[config.mk]
export PLATFORM = sky130hd
export DESIGN_NAME = serial_frame_tx
export DESIGN_NICKNAME = d
export VERILOG_FILES = /design/src/rtl/serial_pkg.sv /design/src/rtl/bit_timer.sv /design/src/rtl/serial_frame_tx.sv
export SDC_FILE = /design/constraint.sdc
export NUM_CORES = 1
export LEC_CHECK = 0
export BUFFER_PORTS_ARGS = -buffer_cell sky130_fd_sc_hd__buf_2
export CAP_MARGIN = 20
export CORE_MARGIN = 2
export CORE_UTILIZATION = 45
export CTS_CLUSTER_DIAMETER = 60
export DETAILED_ROUTE_END_ITERATION = 10
export SETUP_SLACK_MARGIN = 0.5
export SYNTH_ARGS = -nofsm -noshare
export SYNTH_HDL_FRONTEND = slang
export SYNTH_SLANG_ARGS = --single-unit
[constraint.sdc]
create_clock -name Clock -period 2.3 [get_ports Clock]
set_input_delay 0.345 -clock Clock [delete_from_list [all_inputs] [get_ports Clock]]
set_output_delay 0.345 -clock Clock [all_outputs]
set_load 0.05 [all_outputs]
[src/rtl/serial_pkg.sv]
// Shared types and constants for the serial frame transmitter.
// Line levels, FSM encoding and parity modes live here.
package serial_pkg;

  typedef enum logic [2:0] {
    ST_IDLE,
    ST_START,
    ST_DATA,
    ST_PARITY,
    ST_STOP
  } state_t;

  localparam logic IDLE_LEVEL  = 1'b1;
  localparam logic START_LEVEL = 1'b0;
  localparam logic STOP_LEVEL  = 1'b1;

  localparam int PARITY_NONE = 0;
  localparam int PARITY_EVEN = 1;

  function automatic int idx_width(input int n);
    return (n > 1) ? $clog2(n) : 1;
  endfunction

endpackage

[src/rtl/bit_timer.sv]
// Per-bit tick counter: tick_last marks the final cycle of a bit.
// clear restarts the count at every bit boundary.
module bit_timer #(
  parameter int BIT_TICKS = 4
) (
  input  logic Clock,
  input  logic Reset,
  input  logic clear,
  output logic tick_last
);

  localparam logic [7:0] LAST = 8'(BIT_TICKS - 1);

  logic [7:0] cnt;

  always_ff @(posedge Clock) begin
    if (Reset || clear) begin
      cnt <= '0;
    end else begin
      cnt <= cnt + 8'd1;
    end
  end

  assign tick_last = (cnt == LAST);

endmodule

[src/rtl/serial_frame_tx.sv]
// Serial frame transmitter: start, LSB-first data, optional even
// parity and stop bit, each held BIT_TICKS cycles on a registered line.
module serial_frame_tx
  import serial_pkg::*;
#(
  parameter int DATA_W    = 8,
  parameter int BIT_TICKS = 4,
  parameter int PARITY_EN = 1
) (
  input  logic              Clock,
  input  logic              Reset,
  input  logic              Load,
  input  logic [DATA_W-1:0] Data,
  output logic              Ready,
  output logic              Q,
  output logic              Busy,
  output logic              Done
);

  localparam int IDX_W = idx_width(DATA_W);
  localparam logic [IDX_W-1:0] IDX_LAST = IDX_W'(DATA_W - 1);

  state_t            state, state_n;
  logic [DATA_W-1:0] sreg, sreg_n;
  logic [IDX_W-1:0]  idx, idx_n;
  logic              par, par_n;
  logic              q_n;
  logic              tick_last;
  logic              clear;

  assign Ready = (state == ST_IDLE);
  assign Busy  = !Ready;
  assign Done  = (state == ST_STOP) && tick_last;
  assign clear = Ready || tick_last;

  bit_timer #(
    .BIT_TICKS(BIT_TICKS)
  ) u_timer (
    .Clock    (Clock),
    .Reset    (Reset),
    .clear    (clear),
    .tick_last(tick_last)
  );

  always_comb begin
    state_n = state;
    sreg_n  = sreg;
    idx_n   = idx;
    par_n   = par;
    unique case (state)
      ST_IDLE: begin
        if (Load) begin
          state_n = ST_START;
          sreg_n  = Data;
          par_n   = ^Data;
          idx_n   = '0;
        end
      end
      ST_START: begin
        if (tick_last) state_n = ST_DATA;
      end
      ST_DATA: begin
        if (tick_last) begin
          sreg_n = sreg >> 1;
          if (idx == IDX_LAST) begin
            idx_n   = '0;
            state_n = (PARITY_EN == PARITY_EVEN)
                    ? ST_PARITY : ST_STOP;
          end else begin
            idx_n = idx + 1'b1;
          end
        end
      end
      ST_PARITY: begin
        if (tick_last) state_n = ST_STOP;
      end
      ST_STOP: begin
        if (tick_last) state_n = ST_IDLE;
      end
      default: state_n = ST_IDLE;
    endcase
  end

  // Line is registered from the next state so it moves with the FSM.
  always_comb begin
    q_n = IDLE_LEVEL;
    unique case (1'b1)
      (state_n == ST_START):  q_n = START_LEVEL;
      (state_n == ST_DATA):   q_n = sreg_n[0];
      (state_n == ST_PARITY): q_n = par_n;
      (state_n == ST_STOP):   q_n = STOP_LEVEL;
      default:                q_n = IDLE_LEVEL;
    endcase
  end

  always_ff @(posedge Clock) begin
    if (Reset) begin
      state <= ST_IDLE;
      sreg  <= '0;
      idx   <= '0;
      par   <= 1'b0;
      Q     <= IDLE_LEVEL;
    end else begin
      state <= state_n;
      sreg  <= sreg_n;
      idx   <= idx_n;
      par   <= par_n;
      Q     <= q_n;
    end
  end

endmodule
==> results by group <==
Status
  – Outcome: finished clean

Placement
  – GP Congestion: 0.694
  – Placed Area: 1290 um^2
  – Post-DP HPWL: 1570 um
  – Buffers on Ports: 14

Critical path
  – Worst Path Arrival: 1.59 ns
  – Flop-to-flop setup slack: 0.44 ns
  – CP startpoint kind: flip-flop
  – Crit path max fanout: 4
  – Category of the most critical setup path: flip-flop to output pin
  – CP Data Required Time: 1.96 ns
  – Worst-case reg-to-reg path depth: 6
  – Reg-to-Reg Start: u_timer.cnt[0]$_SDFF_PP0_
  – R2r endpoint: Q$_SDFF_PP1_
  – Worst Setup End Kind: output pin

Synth
  – Register bit total from synthesis: 24
  – Synth Area per Inst: 8.93 um^2
  – Area leader, netlist: dfxtp_1
  – Yosys warning count: 0
  – Sequential share of the synthesized area: 41.7%
  – Mapped Nets: 143
  – Top-count cell post-synth: dfxtp_1
  – Synth top area share: 41.7%
  – Top post-synthesis cells by area: dfxtp_1, xnor2_1, nor2_1, a22oi_1, a21oi_1
  – Synth unique cells: 32
  – Ys async rst share: 0%
  – Top FF cell, synth: dfxtp_1
  – Post-synth EDFFs: 0
  – Synth Instances: 129
  – Mapped cell area: 1150 um^2
  – Synth cell count leaders: dfxtp_1, nor2_1, nand2_1

Timing
  – Crit share post-route: 84.3%
  – Setup Viol. Count Final: 0
  – Worst Max-Slew Pin Slew: 0.461 ns
  – Final setup TNS: 0 ns
  – Max_slew headroom: 69.2%
  – Hold slack: 0.319 ns
  – Final Hold Violating Endpoints: 0
  – Minimum clock period: 1.94 ns
  – Pins over their slew limit: 0
  – Skew final: 0.00910 ns
  – Highest clock rate: 516 MHz
  – RSZ-0062 raised after global routing: yes

Power and ir drop
  – Comb power frac: 16.6%
  – Flop pwr share: 59.8%
  – Clk pwr share: 23.6%
  – Leakage: 0.517 nW
  – Sw Share: 26.2%
  – Internal power: 0.547 mW
  – Sw Pwr: 0.194 mW
  – Maximum vdd drop: 0.364 mV
  – Power Dens Cells: 538 nW/um^2

Hold path
  – Hold/Removal Path Class: input pin to flip-flop
  – Hold EP: sreg[7]$_SDFFE_PP0P_
  – Hold path startpoint: Data[7]
  – Hold Crit Depth: 3

Final layout
  – Diode count: 0
  – Layout area overhead: 19.4%
  – Fillers: 239
  – Multi-input gate area: 684 um^2
  – Nets: 163
  – Final Cell Area: 1380 um^2
  – Layout cells sized above 1: 30.6%
  – Register Area: 489 um^2

Clock tree
  – H-tree levels: 1
  – CTS buffer count: 3
  – Latest clock arrival within the worst-skew pair: 0.30 ns
  – CTS root buffer: clkbuf_4
  – Maximum clock insertion buffer count: 2
  – Reg clk slew, reported paths: 0.12 ns
  – Post-CTS Hold Fix Bufs: 0
  – CTS tree: done
  – CTS Sinks: 24

Floorplanning
  – Die Y: 54.6 um
  – Core ar.: 2450 um^2
  – Die ar.: 2980 um^2
  – IO Count: 15
  – # rows: 18
  – Die W: 54.6 um
  – Initial Util: 46.9%

Routing
  – DRT Pass-1 Iters: 4
  – Vias per std cell: 5.36
  – Vias: 949
  – # DRC: 0
  – WL/cell: 12.2 um
  – Iteration-0 DRC Markers: 12
  – ANT nets after route: 0
  – Routed wire length: 2160 um

GRT
  – Largest net degree at the start of global routing: 18
  – Number of antenna violations at the first check in global routing: 0
  – First-pass GRT wire length: 3550 um
  – Vias in the first global route: 873
  – GR Util All Layers: 16.3%
  – GRT overflow: 0

Run
  – Max_cap viols: 0
[cell type report]
type | instances | share of cell area, %
Sequential cell | 24 | 35.5
Multi-Input combinational cell | 97 | 49.7
Timing Repair Buffer | 21 | 9.55
Clock buffer | 3 | 1.64
Inverter | 2 | 0.818
Tap cell | 30 | 2.73
[worst max path at each step]
| stage | start | endpoint | slack (ns) | depth (start not counted) |
|---|---|---|---|---|
| after global routing | u_timer.cnt[0]$_SDFF_PP0_ | Done | 0.28 | 4 |
| after global placement | u_timer.cnt[0]$_SDFF_PP0_ | Q$_SDFF_PP1_ | 0.43 | 6 |
| after floorplan | u_timer.cnt[1]$_SDFF_PP0_ | Q$_SDFF_PP1_ | 0.48 | 6 |
| after detailed placement | u_timer.cnt[0]$_SDFF_PP0_ | Q$_SDFF_PP1_ | 0.39 | 6 |
| after CTS | u_timer.cnt[1]$_SDFF_PP0_ | Done | 0.35 | 4 |
| final | u_timer.cnt[4]$_SDFF_PP0_ | Done | 0.36 | 3 |
[routing by layer]
| metal | wire length [um] | vias up | global-route usage, % |
|---|---|---|---|
| met3 | 62 | 2 | 3.28 |
| met1 | 1010 | 447 | 21.0 |
| met4 | 15 | 0 | 5.00 |
| li1 | - | 490 | - |
| met2 | 1070 | 10 | 27.2 |
| met5 | 0 | - | 0 |
[power groups by stage]
stage	Clock (mW)	Combinational, mW	Sequential (mW)
after global routing	0.200	0.135	0.445
after CTS	0.186	0.123	0.443
after detailed placement	0	0.117	0.453
final	0.175	0.123	0.443
after floorplan	0	0.0834	0.457
after global placement	0	0.115	0.453
[logic make-up after synthesis]
logic type	count (synthesis)	share of synthesized area [%]
xor gates and xnor gates	13	9.88
muxes	2	1.95
and+or+nand+nor	53	25.6
adders and majority gates	3	3.26
DFF	24	41.7
buffers and inverters	8	2.71
AOI/OAI and AO/OA	26	14.9
[layout by cell type, fill, tap and decap left out, types with 2 or more instances in the layout]
cell type  netlist  routed
nand3_1          4       4
or3_1            3       2
ha_1             3       2
and3_1           3       3
xnor2_1          9       9
buf_4            0       8
clkbuf_4         0       3
xor2_1           4       4
a31oi_1          2       2
dfxtp_1         24      17
nand2_1         13      13
buf_2            1      12
o211ai_1         2       2
a21oi_1         11      11
nor2_1          18      17
dfxtp_2          0       7
a22oi_1          8       8
[critical path, cell delays in order (launching register included)]
cell and delay (ns):
dfxtp_2 0.36, or4_4 0.56, nor3_4 0.20, buf_6 0.18
[timing repair]
item                       4_1_cts  5_1_grt
gates cloned                     0        0
resized for setup                8        2
pin swaps                        3        2
buffers inserted                 3        2
setup endpoints to repair        4       15
[state kept, by name, indices dropped and copies added, names as in the netlist]
register / flops
sreg: 8
idx: 3
state: 3
par: 1
Q: 1
u_timer.cnt: 8
[stage by stage]
stage	setup WS [ns]	std cells	total power, mW	utilization, %
5_1_grt	0.283	177	0.780	56.1
3_5_place_dp	0.394	169	0.570	52.7
6_report	0.362	177	0.741	56.1
2_1_floorplan	0.477	129	0.541	-
4_1_cts	0.350	175	0.752	55.3
3_3_place_gp	0.427	169	0.567	52.7
No activity file was read; power rests on OpenSTA's default activity.
